## src/rtl/multiplier_64_bit_sequential_pkg.sv

```systemverilog
// Shared definitions for the sequential 64x64 shift-add multiplier.
// Contents: op encodings, FSM state encoding, XZR register number and the
// number of CALC steps per operation.
package multiplier_64_bit_sequential_pkg;

   localparam logic [1:0] OP_MUL   = 2'b00;
   localparam logic [1:0] OP_UMULH = 2'b01;
   localparam logic [1:0] OP_SMULH = 2'b10;  // 2'b11 is reserved and runs as MUL

   localparam logic [4:0] XZR_ADDRESS = 5'd31;
   localparam int         STEP_COUNT  = 64;

   typedef enum logic [1:0] {
      S_IDLE  = 2'b00,
      S_CALC  = 2'b01,
      S_FIX   = 2'b10,
      S_WRITE = 2'b11
   } state_e;

endpackage

```

## src/rtl/multiply_shift_add_datapath.sv

```systemverilog
// Radix-2 shift-add datapath: 2N-bit accumulator, multiplicand and multiplier
// registers, and the add/shift/negate logic.
// Ports:
//   clock, reset     rising-edge clock, async active-low reset
//   load_i           capture operands (magnitudes when signed_i), clear accumulator
//   step_i           one shift-add step
//   fix_i            apply sign correction to the accumulator
//   signed_i         operands are two's complement (SMULH)
//   operand_a/b_i    multiplicand / multiplier
//   product_o        sign-corrected product (valid as the FIX-cycle value)
module multiply_shift_add_datapath #(
   parameter int N = 64
) (
   input  logic           clock,
   input  logic           reset,
   input  logic           load_i,
   input  logic           step_i,
   input  logic           fix_i,
   input  logic           signed_i,
   input  logic [N-1:0]   operand_a_i,
   input  logic [N-1:0]   operand_b_i,
   output logic [2*N-1:0] product_o
);

   logic [2*N-1:0] acc_q;
   logic [N-1:0]   mcand_q, mplier_q;
   logic           sign_q;

   logic [N-1:0]   abs_a, abs_b;
   logic [N:0]     sum;
   logic [2*N-1:0] fixed;

   // |-2^(N-1)| = 2^(N-1) still fits in N unsigned bits.
   assign abs_a = (signed_i && operand_a_i[N-1]) ? -operand_a_i : operand_a_i;
   assign abs_b = (signed_i && operand_b_i[N-1]) ? -operand_b_i : operand_b_i;

   // Carry out of the upper-half add is kept as bit N and shifted back in.
   assign sum   = {1'b0, acc_q[2*N-1:N]} + {1'b0, (mplier_q[0] ? mcand_q : '0)};
   assign fixed = sign_q ? -acc_q : acc_q;
   assign product_o = fixed;

   always_ff @(posedge clock or negedge reset) begin
      if (!reset) begin
         acc_q    <= '0;
         mcand_q  <= '0;
         mplier_q <= '0;
         sign_q   <= 1'b0;
      end else if (load_i) begin
         acc_q    <= '0;
         mcand_q  <= abs_a;
         mplier_q <= abs_b;
         sign_q   <= signed_i & (operand_a_i[N-1] ^ operand_b_i[N-1]);
      end else if (step_i) begin
         acc_q    <= {sum, acc_q[N-1:1]};
         mplier_q <= {1'b0, mplier_q[N-1:1]};
      end else if (fix_i) begin
         acc_q    <= fixed;
      end
   end

endmodule

```

## src/rtl/multiplier_64_bit_sequential.sv

```systemverilog
// Iterative 64x64 multiplier (MUL / UMULH / SMULH) feeding the register file
// write port. FSM IDLE -> CALC (64 steps) -> FIX -> WRITE -> IDLE.
// Ports:
//   clock, reset          rising-edge clock, async active-low reset
//   start, op, dest       request (sampled only in IDLE), operation, dest reg
//   operand_a, operand_b  register file out_a / out_b
//   busy, done            state != IDLE, one-cycle completion pulse
//   result                selected product half, held until next completion
//   write, address        register file write strobe and address
module multiplier_64_bit_sequential
   import multiplier_64_bit_sequential_pkg::*;
#(
   parameter int N = 64
) (
   input  logic         clock,
   input  logic         reset,
   input  logic         start,
   input  logic [1:0]   op,
   input  logic [N-1:0] operand_a,
   input  logic [N-1:0] operand_b,
   input  logic [4:0]   dest,
   output logic         busy,
   output logic         done,
   output logic [N-1:0] result,
   output logic         write,
   output logic [4:0]   address
);

   localparam int CW = $clog2(STEP_COUNT);

   state_e         state_q, state_d;
   logic [CW-1:0]  cnt_q, cnt_d;
   logic [1:0]     op_q;
   logic [4:0]     dest_q;
   logic [N-1:0]   result_q;
   logic [4:0]     address_q;
   logic           done_q, write_q, busy_q;
   logic           load, step, fix;
   logic [2*N-1:0] product;

   multiply_shift_add_datapath #(.N(N)) u_dp (
      .clock       (clock),
      .reset       (reset),
      .load_i      (load),
      .step_i      (step),
      .fix_i       (fix),
      .signed_i    (op == OP_SMULH),
      .operand_a_i (operand_a),
      .operand_b_i (operand_b),
      .product_o   (product)
   );

   always_ff @(posedge clock or negedge reset) begin
      if (!reset) begin
         state_q <= S_IDLE;
         cnt_q   <= '0;
      end else begin
         state_q <= state_d;
         cnt_q   <= cnt_d;
      end
   end

   always_comb begin
      state_d = state_q;
      cnt_d   = cnt_q;
      load    = 1'b0;
      step    = 1'b0;
      fix     = 1'b0;
      unique case (state_q)
         S_IDLE: if (start) begin
            load    = 1'b1;
            cnt_d   = '0;
            state_d = S_CALC;
         end
         S_CALC: begin
            step  = 1'b1;
            cnt_d = cnt_q + 1'b1;
            if (cnt_q == CW'(STEP_COUNT - 1)) state_d = S_FIX;
         end
         S_FIX:   begin
            fix     = 1'b1;
            state_d = S_WRITE;
         end
         S_WRITE: state_d = S_IDLE;
         default: state_d = S_IDLE;
      endcase
   end

   // Request latch and registered outputs. write and address update on the
   // same edge so the register file never sees a torn write.
   always_ff @(posedge clock or negedge reset) begin
      if (!reset) begin
         op_q      <= OP_MUL;
         dest_q    <= '0;
         result_q  <= '0;
         address_q <= '0;
         done_q    <= 1'b0;
         write_q   <= 1'b0;
         busy_q    <= 1'b0;
      end else begin
         if (load) begin
            op_q   <= op;
            dest_q <= dest;
            busy_q <= 1'b1;
         end
         if (fix) begin
            result_q  <= (op_q == OP_UMULH || op_q == OP_SMULH) ? product[2*N-1:N]
                                                                : product[N-1:0];
            address_q <= dest_q;
            done_q    <= 1'b1;
            write_q   <= (dest_q != XZR_ADDRESS);
         end
         if (state_q == S_WRITE) begin
            done_q  <= 1'b0;
            write_q <= 1'b0;
            busy_q  <= 1'b0;
         end
      end
   end

   assign busy    = busy_q;
   assign done    = done_q;
   assign result  = result_q;
   assign write   = write_q;
   assign address = address_q;

endmodule

```

## config.mk

```make
export PLATFORM = sky130hd
export DESIGN_NAME = multiplier_64_bit_sequential
export DESIGN_NICKNAME = d
export VERILOG_FILES = /design/src/rtl/multiplier_64_bit_sequential_pkg.sv /design/src/rtl/multiply_shift_add_datapath.sv /design/src/rtl/multiplier_64_bit_sequential.sv
export SDC_FILE = /design/constraint.sdc
export NUM_CORES = 1
export LEC_CHECK = 0
export ABC_AREA = 0
export ABC_CLOCK_PERIOD_IN_PS = 4050
export BUFFER_PORTS_ARGS = -buffer_cell sky130_fd_sc_hd__buf_2
export CAP_MARGIN = 5
export CORE_UTILIZATION = 30
export DETAILED_ROUTE_END_ITERATION = 8
export SYNTH_ARGS = -nofsm -noshare
export SYNTH_HDL_FRONTEND = slang
export SYNTH_SLANG_ARGS = --single-unit
```

## constraint.sdc

```tcl
create_clock -name clock -period 4.05 [get_ports clock]
set_clock_uncertainty 0.2 [all_clocks]
set_input_delay 0.2025 -clock clock [delete_from_list [all_inputs] [get_ports clock]]
set_output_delay 0.2025 -clock clock [all_outputs]
set_load 0.02 [all_outputs]
```

==> results.json, run 1 <==
{
  "grt_antenna_before_repair": 0,
  "synth_compound_area_share_pct": 20.01,
  "max_slew_violations": 0,
  "syn-instance-count": 3225,
  "worstSetupPathType": "in -> reg",
  "max-clock-path-buffers": 3,
  "grt-ovfl-total": 0,
  "drv_cap": 0,
  "violated_checks": "hold timing",
  "netlist-cell-type-count": 81,
  "crit_path_cells": "dlygate4sd3_1 > buf_2 > or4_4 > or4_4 > or4_4 > or4_4 > o31ai_4 > buf_4 > xor2_1 > dlygate4sd3_1 > o21ai_0",
  "wl_per_cell_um": 19.10,
  "synth_top_area_share_pct": 33.18,
  "floorplan.rows": 107,
  "synth-main-ff-cell": "sky130_fd_sc_hd__dfrtp_1",
  "post-route-drc-count": 0,
  "place_congestion": 0.9287,
  "tritoncts_clock_tree": "built",
  "clkTransAtPathRegs_ns": 0.06,
  "final_min_period_over_clock_period_pct": 97.71,
  "met2WireLength_mm": 42.96,
  "clkSinkCount": 344,
  "timing.critical_path.slowest_stage_cell": "sky130_fd_sc_hd__dlygate4sd3_1",
  "worst-endpoint-arrival_ns": 4.22,
  "post_synth_and_or_nand_nor_area_fraction_pct": 22.54,
  "grt_first_pass_wirelength_mm": 140.4,
  "worst-path-max-fanout": 4,
  "r2r_setup_slack_ns": 0.10,
  "htree_levels": 2,
  "clk_root_buffer_cell": "sky130_fd_sc_hd__clkbuf_16",
  "synth_edf_count": 0,
  "met3WireLength_mm": 5.728,
  "synth.area.mux_share_pct": 2.811,
  "biggest_area_contributors_in_the_synthesized_netlist": "sky130_fd_sc_hd__dfrtp_1 (33%), sky130_fd_sc_hd__xor2_1 (7.3%), sky130_fd_sc_hd__xnor2_1 (6.8%)",
  "hold_viol": 14,
  "utilization_pct": 37.90,
  "route.antenna.remaining_nets": 0,
  "area_enclosed_by_the_die_boundary_um2": 87670,
  "startpoint_type": "input port",
  "gr-usage-all-layers_pct": 20.39,
  "drt-total-wl_mm": 91.22,
  "hpwl_mm": 64.73,
  "synth-xor-area-share_pct": 14.04,
  "net_count_after_synthesis": 3436,
  "m1WireLength_mm": 39.04,
  "n_fill_cell": 8855,
  "power_per_cell_area_nw_per_um2": 815.4,
  "cts_made_buffers": 44,
  "run_status": "complete, but fails checks",
  "critPathMostFrequentCell": "sky130_fd_sc_hd__or4_4",
  "finalInstanceArea_um2": 32370,
  "nets": 3803,
  "endpoint_kind": "register",
  "first_global_vias": 24630,
  "total_chip_power_w": 0.02639,
  "synth_area_um2": 25950,
  "yosys_register_bits": 344,
  "setup_violations": 0,
  "yosys.area_share.adder_pct": 3.549,
  "clk_lat_worst_skew_ns": 0.61,
  "core_um2": 85410,
  "io_pins": 210,
  "placed_cells_incl_taps": 4493,
  "detail_route.iter0.violations": 1961,
  "grt_max_degree": 138,
  "routed.top_layer": "met4",
  "worst_path_largest_cell_delay_ns": 0.57,
  "chipHeight_um": 296.1,
  "initial_utilization_pct": 30.38,
  "critical_path_required_ns": 4.31,
  "finalNonFillerCells": 4775,
  "io_buffers": 209,
  "layout_min_cycle_time_ns": 3.957,
  "drt-pass1-iter-count": 6,
  "async_flop_share_pct": 100.0,
  "yosysTopAreaCell": "sky130_fd_sc_hd__dfrtp_1",
  "main_combinational_cell_family_by_area_after_synthesis": "simple AND/OR/NAND/NOR gates",
  "tns_ns": 0,
  "layout-drive-gt1-share_pct": 14.03,
  "dpl_cell_area_um2": 28720,
  "synth-warning-count": 0,
  "max_freq_mhz": 252.7,
  "vdd_ir_drop_max_mv": 0.4378,
  "hold-worst-slack_ns": -0.01197,
  "die_width_um": 296.1,
  "ys_seq_area_share_pct": 33.18,
  "detailroute.via_count": 25280,
  "hold_path_class": "in -> async",
  "total_leakage_power_nw": 13.52,
  "area.growth.synth_to_final_pct": 24.76,
  "rsz_0062_raised_after_global_routing": "yes",
  "maxSlewHeadroom_pct": 19.01,
  "synthesis.area_per_instance_um2": 8.045,
  "drt-vias-per-instance": 5.295,
  "timing_worst_slew_pin_value_ns": 1.210
}
power by group:
group / internal, W / switching (W) / total, W
Clock: 0.00265 / 0.00177 / 0.00441
Combinational: 0.00582 / 0.00938 / 0.0152
Sequential: 0.00503 / 0.00175 / 0.00678
per-layer routing:
metal	GRT usage, %	up-vias
met3	3.365	220
met2	33.79	857
met5	0	-
met1	26.47	12150
li1	-	12060
met4	7.694	0
worst max-delay path: cells and delay by family:
family / cells / cell delay [ns]
AO/OA/AOI/OAI: 2 / 0.43
XOR/XNOR: 1 / 0.14
buffers and inverters: 4 / 1.43
AND/OR/NAND/NOR: 4 / 2.03
sequential cells by signal (all words and copies together), names as in the netlist:
name and count:
u_dp.acc_q 128, result 64, u_dp.mcand_q 64, u_dp.mplier_q 64, cnt_q 6, address 5, dest_q 5, op_q 2
state_q 2, busy 1, done 1, u_dp.sign_q 1, write 1
cell type report:
type	count	area, um^2	area share (%)
diodes	3	7.507	0.02319
well taps	1144	1431	4.422
clock inverters	28	427.9	1.322
inverters	57	214.0	0.6610
clock buffers	54	1189	3.672
multi-input cells	2615	16450	50.81
flip-flops and latches	344	8612	26.61
repair buffers	530	4041	12.49
cells by family after synthesis:
| group | after synthesis |
|---|---|
| xor gates and xnor gates | 416 |
| buffers and inverters | 266 |
| adders and majority gates | 73 |
| muxes | 72 |
| DFF | 344 |
| AOI/OAI and AO/OA | 844 |
| and+or+nand+nor | 1210 |
repair_timing:
action,CTS,global route
hold buffers,195,0
setup endpoints to repair,0,25
setup buffers,0,2
endpoints found under the hold margin,280,0
gates resized for setup,0,15
cell usage in the layout (no fill, tap or decap), drive strengths merged, types with 26 or more instances in the layout:
| cell type | count |
|---|---|
| a211oi | 54 |
| a21o | 39 |
| a21oi | 205 |
| and2 | 75 |
| buf | 335 |
| clkbuf | 54 |
| dfrtp | 344 |
| dlygate4sd3 | 195 |
| ha | 72 |
| inv | 61 |
| mux2i | 65 |
| nand2 | 427 |
| nand2b | 26 |
| nand3 | 47 |
| nand4 | 30 |
| nor2 | 303 |
| nor3 | 74 |
| nor4 | 29 |
| o211ai | 27 |
| o21ai | 318 |
| o31ai | 56 |
| or2 | 36 |
| or3 | 75 |
| or4 | 37 |
| xnor2 | 201 |
| xor2 | 215 |
final timing paths:
| check | endpoint | depth (start not counted) | start |
|---|---|---|---|
| max in group asynchronous | u_dp.mcand_q[61]$_DFFE_PN0P_ | 3 | reset |
| worst max-delay path | u_dp.mcand_q[28]$_DFFE_PN0P_ | 11 | operand_a[13] |
| worst min register to register | u_dp.mcand_q[22]$_DFFE_PN0P_ | 2 | u_dp.mcand_q[22]$_DFFE_PN0P_ |
| worst min-delay path | u_dp.mplier_q[41]$_DFFE_PN0P_ | 2 | reset |
| min in group clock | u_dp.mplier_q[2]$_DFFE_PN0P_ | 7 | operand_b[0] |
| worst max register to register | u_dp.acc_q[125]$_DFFE_PN0P_ | 12 | u_dp.acc_q[58]$_DFFE_PN0P_ |
cell usage after synthesis, types with 33 or more instances:
cell type and instances:
sky130_fd_sc_hd__inv_1 55, sky130_fd_sc_hd__a21oi_1 203, sky130_fd_sc_hd__nor3_1 74, sky130_fd_sc_hd__a21o_1 39, sky130_fd_sc_hd__and2_1 75, sky130_fd_sc_hd__clkbuf_1 179
sky130_fd_sc_hd__nor2_1 301, sky130_fd_sc_hd__o21ai_0 309, sky130_fd_sc_hd__xnor2_1 201, sky130_fd_sc_hd__xor2_1 215, sky130_fd_sc_hd__or2_2 33, sky130_fd_sc_hd__nand3_1 47
sky130_fd_sc_hd__ha_1 72, sky130_fd_sc_hd__a211oi_1 54, sky130_fd_sc_hd__o31ai_1 51, sky130_fd_sc_hd__or3_1 71, sky130_fd_sc_hd__nand2_1 427, sky130_fd_sc_hd__mux2i_1 65
sky130_fd_sc_hd__dfrtp_1 344
per-stage QoR:
stage	hold WS, ns	setup WS, ns
after floorplan	-0.2931	0.4987
after global placement	0.06683	0.1326
after detailed placement	0.06549	0.1072
after CTS	0.0009714	0.04915
after global routing	0.02940	-0.07440
final	-0.01197	0.09271
(Power assumes the default switching activity.)
==> run 2: changes to the inputs <==
PLACE_DENSITY = 0.47   (was default)
==> run 2 against run 1 <==
The run now ends clean. Via count decreased by 0.84%. Die area stayed put. Highest routed layer is now met5. Wire length up 4.7%. Combinational power rose by 5%. Largest cell class unchanged. Final cell count increased by 1.3%. Critical path depth down 1. Sequential power down 2%. Critical path type is now reg -> reg. Register-to-register slack is essentially flat.
==> results.json, run 2 (same netlist as run 1, synthesis figures left out) <==
{
  "place_congestion": 0.9272,
  "finalInstanceArea_um2": 33050,
  "clk_lat_worst_skew_ns": 0.62,
  "area.growth.synth_to_final_pct": 27.39,
  "tritoncts_clock_tree": "built",
  "tns_ns": 0,
  "drt-total-wl_mm": 95.46,
  "hpwl_mm": 68.57,
  "drv_cap": 0,
  "regMostFlops": "u_dp.acc_q",
  "timing_worst_slew_pin_value_ns": 1.063,
  "top_library_cells_by_usage_in_the_layout_fill_and_taps_aside": "sky130_fd_sc_hd__nand2_1 (426), sky130_fd_sc_hd__dfrtp_1 (343), sky130_fd_sc_hd__o21ai_0 (305)",
  "run_status": "completed",
  "power_per_cell_area_nw_per_um2": 820.3,
  "first_global_vias": 24820,
  "clkTransAtPathRegs_ns": 0.06,
  "grt_antenna_before_repair": 2,
  "r2r_setup_slack_ns": 0.11,
  "n_fill_cell": 9021,
  "max-clock-path-buffers": 3,
  "clk_root_buffer_cell": "sky130_fd_sc_hd__clkbuf_16",
  "floorplan.rows": 107,
  "post-route-drc-count": 0,
  "htree_levels": 2,
  "detailroute.via_count": 25070,
  "grt_max_degree": 139,
  "min_from": "operand_a[13]",
  "antenna_cells_inserted": 0,
  "max_slew_violations": 0,
  "initial_utilization_pct": 30.38,
  "largest_register_ffs": 128,
  "grt_first_pass_wirelength_mm": 146.5,
  "cts_made_buffers": 46,
  "layout_min_cycle_time_ns": 3.941,
  "worst_r2r_path_depth": 10,
  "rr_endpoint": "result[54]$_DFFE_PN0P_",
  "layout-drive-gt1-share_pct": 15.65,
  "worst-path-max-fanout": 6,
  "drt-pass1-iter-count": 5,
  "dpl_cell_area_um2": 29110,
  "vdd_ir_drop_max_mv": 0.4258,
  "route.antenna.remaining_nets": 0,
  "min_to": "u_dp.mcand_q[14]$_DFFE_PN0P_",
  "worst-endpoint-arrival_ns": 4.16,
  "hold_path_class": "in -> reg",
  "nets": 3867,
  "io_pins": 210,
  "whs_path_depth": 5,
  "total_leakage_power_nw": 13.91,
  "startpoint_type": "register",
  "drt-vias-per-instance": 5.183,
  "clkSinkCount": 344,
  "seqCellArea_um2": 8612,
  "area_enclosed_by_the_die_boundary_um2": 87670,
  "rsz_0062_raised_after_global_routing": "yes",
  "worstReg2RegStart": "u_dp.acc_q[40]$_DFFE_PN0P_",
  "wl_per_cell_um": 19.74,
  "worstSetupPathType": "reg -> reg",
  "core_um2": 85410,
  "setup_violations": 0,
  "critical_path.startpoint": "u_dp.acc_q[40]$_DFFE_PN0P_",
  "grt-ovfl-total": 0,
  "gr-usage-all-layers_pct": 21.59,
  "critical_path_required_ns": 4.27,
  "detail_route.iter0.violations": 1631,
  "max_freq_mhz": 253.8,
  "multi_input_comb_area_um2": 16510,
  "chipHeight_um": 296.1,
  "die_width_um": 296.1,
  "mostFrequentLayoutCell": "sky130_fd_sc_hd__nand2_1",
  "maxSlewHeadroom_pct": 28.93,
  "endpoint_kind": "register",
  "io_buffers": 209,
  "hold_viol": 0,
  "final_min_period_over_clock_period_pct": 97.30
}
## run 2: report_power, final
part | internal (W) | leakage [nW] | total [W] | switching [W]
Combinational | 0.00616 | 8.73 | 0.0159 | 0.00972
Sequential | 0.00503 | 4.34 | 0.00665 | 0.00162
Clock | 0.00282 | 0.842 | 0.00459 | 0.00176
## run 2: repair_timing
action / CTS / global route
pin swaps: 0 / 8
endpoints found under the hold margin: 393 / 0
hold buffers: 205 / 0
setup endpoints to repair: 1 / 29
buffers inserted: 0 / 9
gates resized for setup: 1 / 28
## run 2: per-layer routing
| layer | routed length (um) | global-route usage (%) | up-vias |
|---|---|---|---|
| li1 | - | - | 12200 |
| met1 | 41930 | 28.21 | 12150 |
| met2 | 45850 | 36.48 | 601 |
| met3 | 4823 | 3.080 | 123 |
| met4 | 2845 | 6.864 | 2 |
| met5 | 13 | 0 | - |
## run 2: cell type report
cell class                      count  share of cell area [%]
Inverter                           57                  0.6473
Clock inverter                     27                   1.280
Timing Repair Buffer              592                   13.88
Sequential cell                   344                   26.06
Tap cell                         1144                   4.331
Clock buffer                       58                   3.861
Multi-Input combinational cell   2615                   49.95
## run 2: critical path, cell delays in order (launching register included)
cell and delay (ns):
sky130_fd_sc_hd__dfrtp_1 0.38, sky130_fd_sc_hd__or3_1 0.49, sky130_fd_sc_hd__or4_4 0.51, sky130_fd_sc_hd__nor4_4 0.37, sky130_fd_sc_hd__buf_4 0.17, sky130_fd_sc_hd__nand4_1 0.16
sky130_fd_sc_hd__or3_1 0.47, sky130_fd_sc_hd__or4_1 0.48, sky130_fd_sc_hd__nand2_1 0.11, sky130_fd_sc_hd__xor2_1 0.24, sky130_fd_sc_hd__o221ai_1 0.17
## run 2: through the flow
| stage | setup WS [ns] | hold slack, ns | power (W) | instances | util (%) |
|---|---|---|---|---|---|
| final | 0.1094 | 0.01504 | 0.02711 | 4837 | 38.70 |
| after global routing | -0.05966 | 0.05415 | 0.02921 | 4837 | 38.70 |
| after CTS | 0.01058 | 0.005416 | 0.02725 | 4829 | 38.49 |
| after detailed placement | 0.007959 | 0.01846 | 0.02226 | 4539 | 34.08 |
| after global placement | 0.05214 | 0.01389 | 0.02228 | 4539 | 34.08 |
| after floorplan | 0.4987 | -0.2931 | 0.01641 | 3225 | - |
## run 2: worst max-delay path by stage
stage	slack [ns]	to
after floorplan	0.50	result[60]$_DFFE_PN0P_
after global placement	0.05	u_dp.acc_q[127]$_DFFE_PN0P_
after detailed placement	0.008	u_dp.acc_q[127]$_DFFE_PN0P_
after CTS	0.01	u_dp.mcand_q[54]$_DFFE_PN0P_
after global routing	-0.06	u_dp.acc_q[126]$_DFFE_PN0P_
final	0.11	result[54]$_DFFE_PN0P_
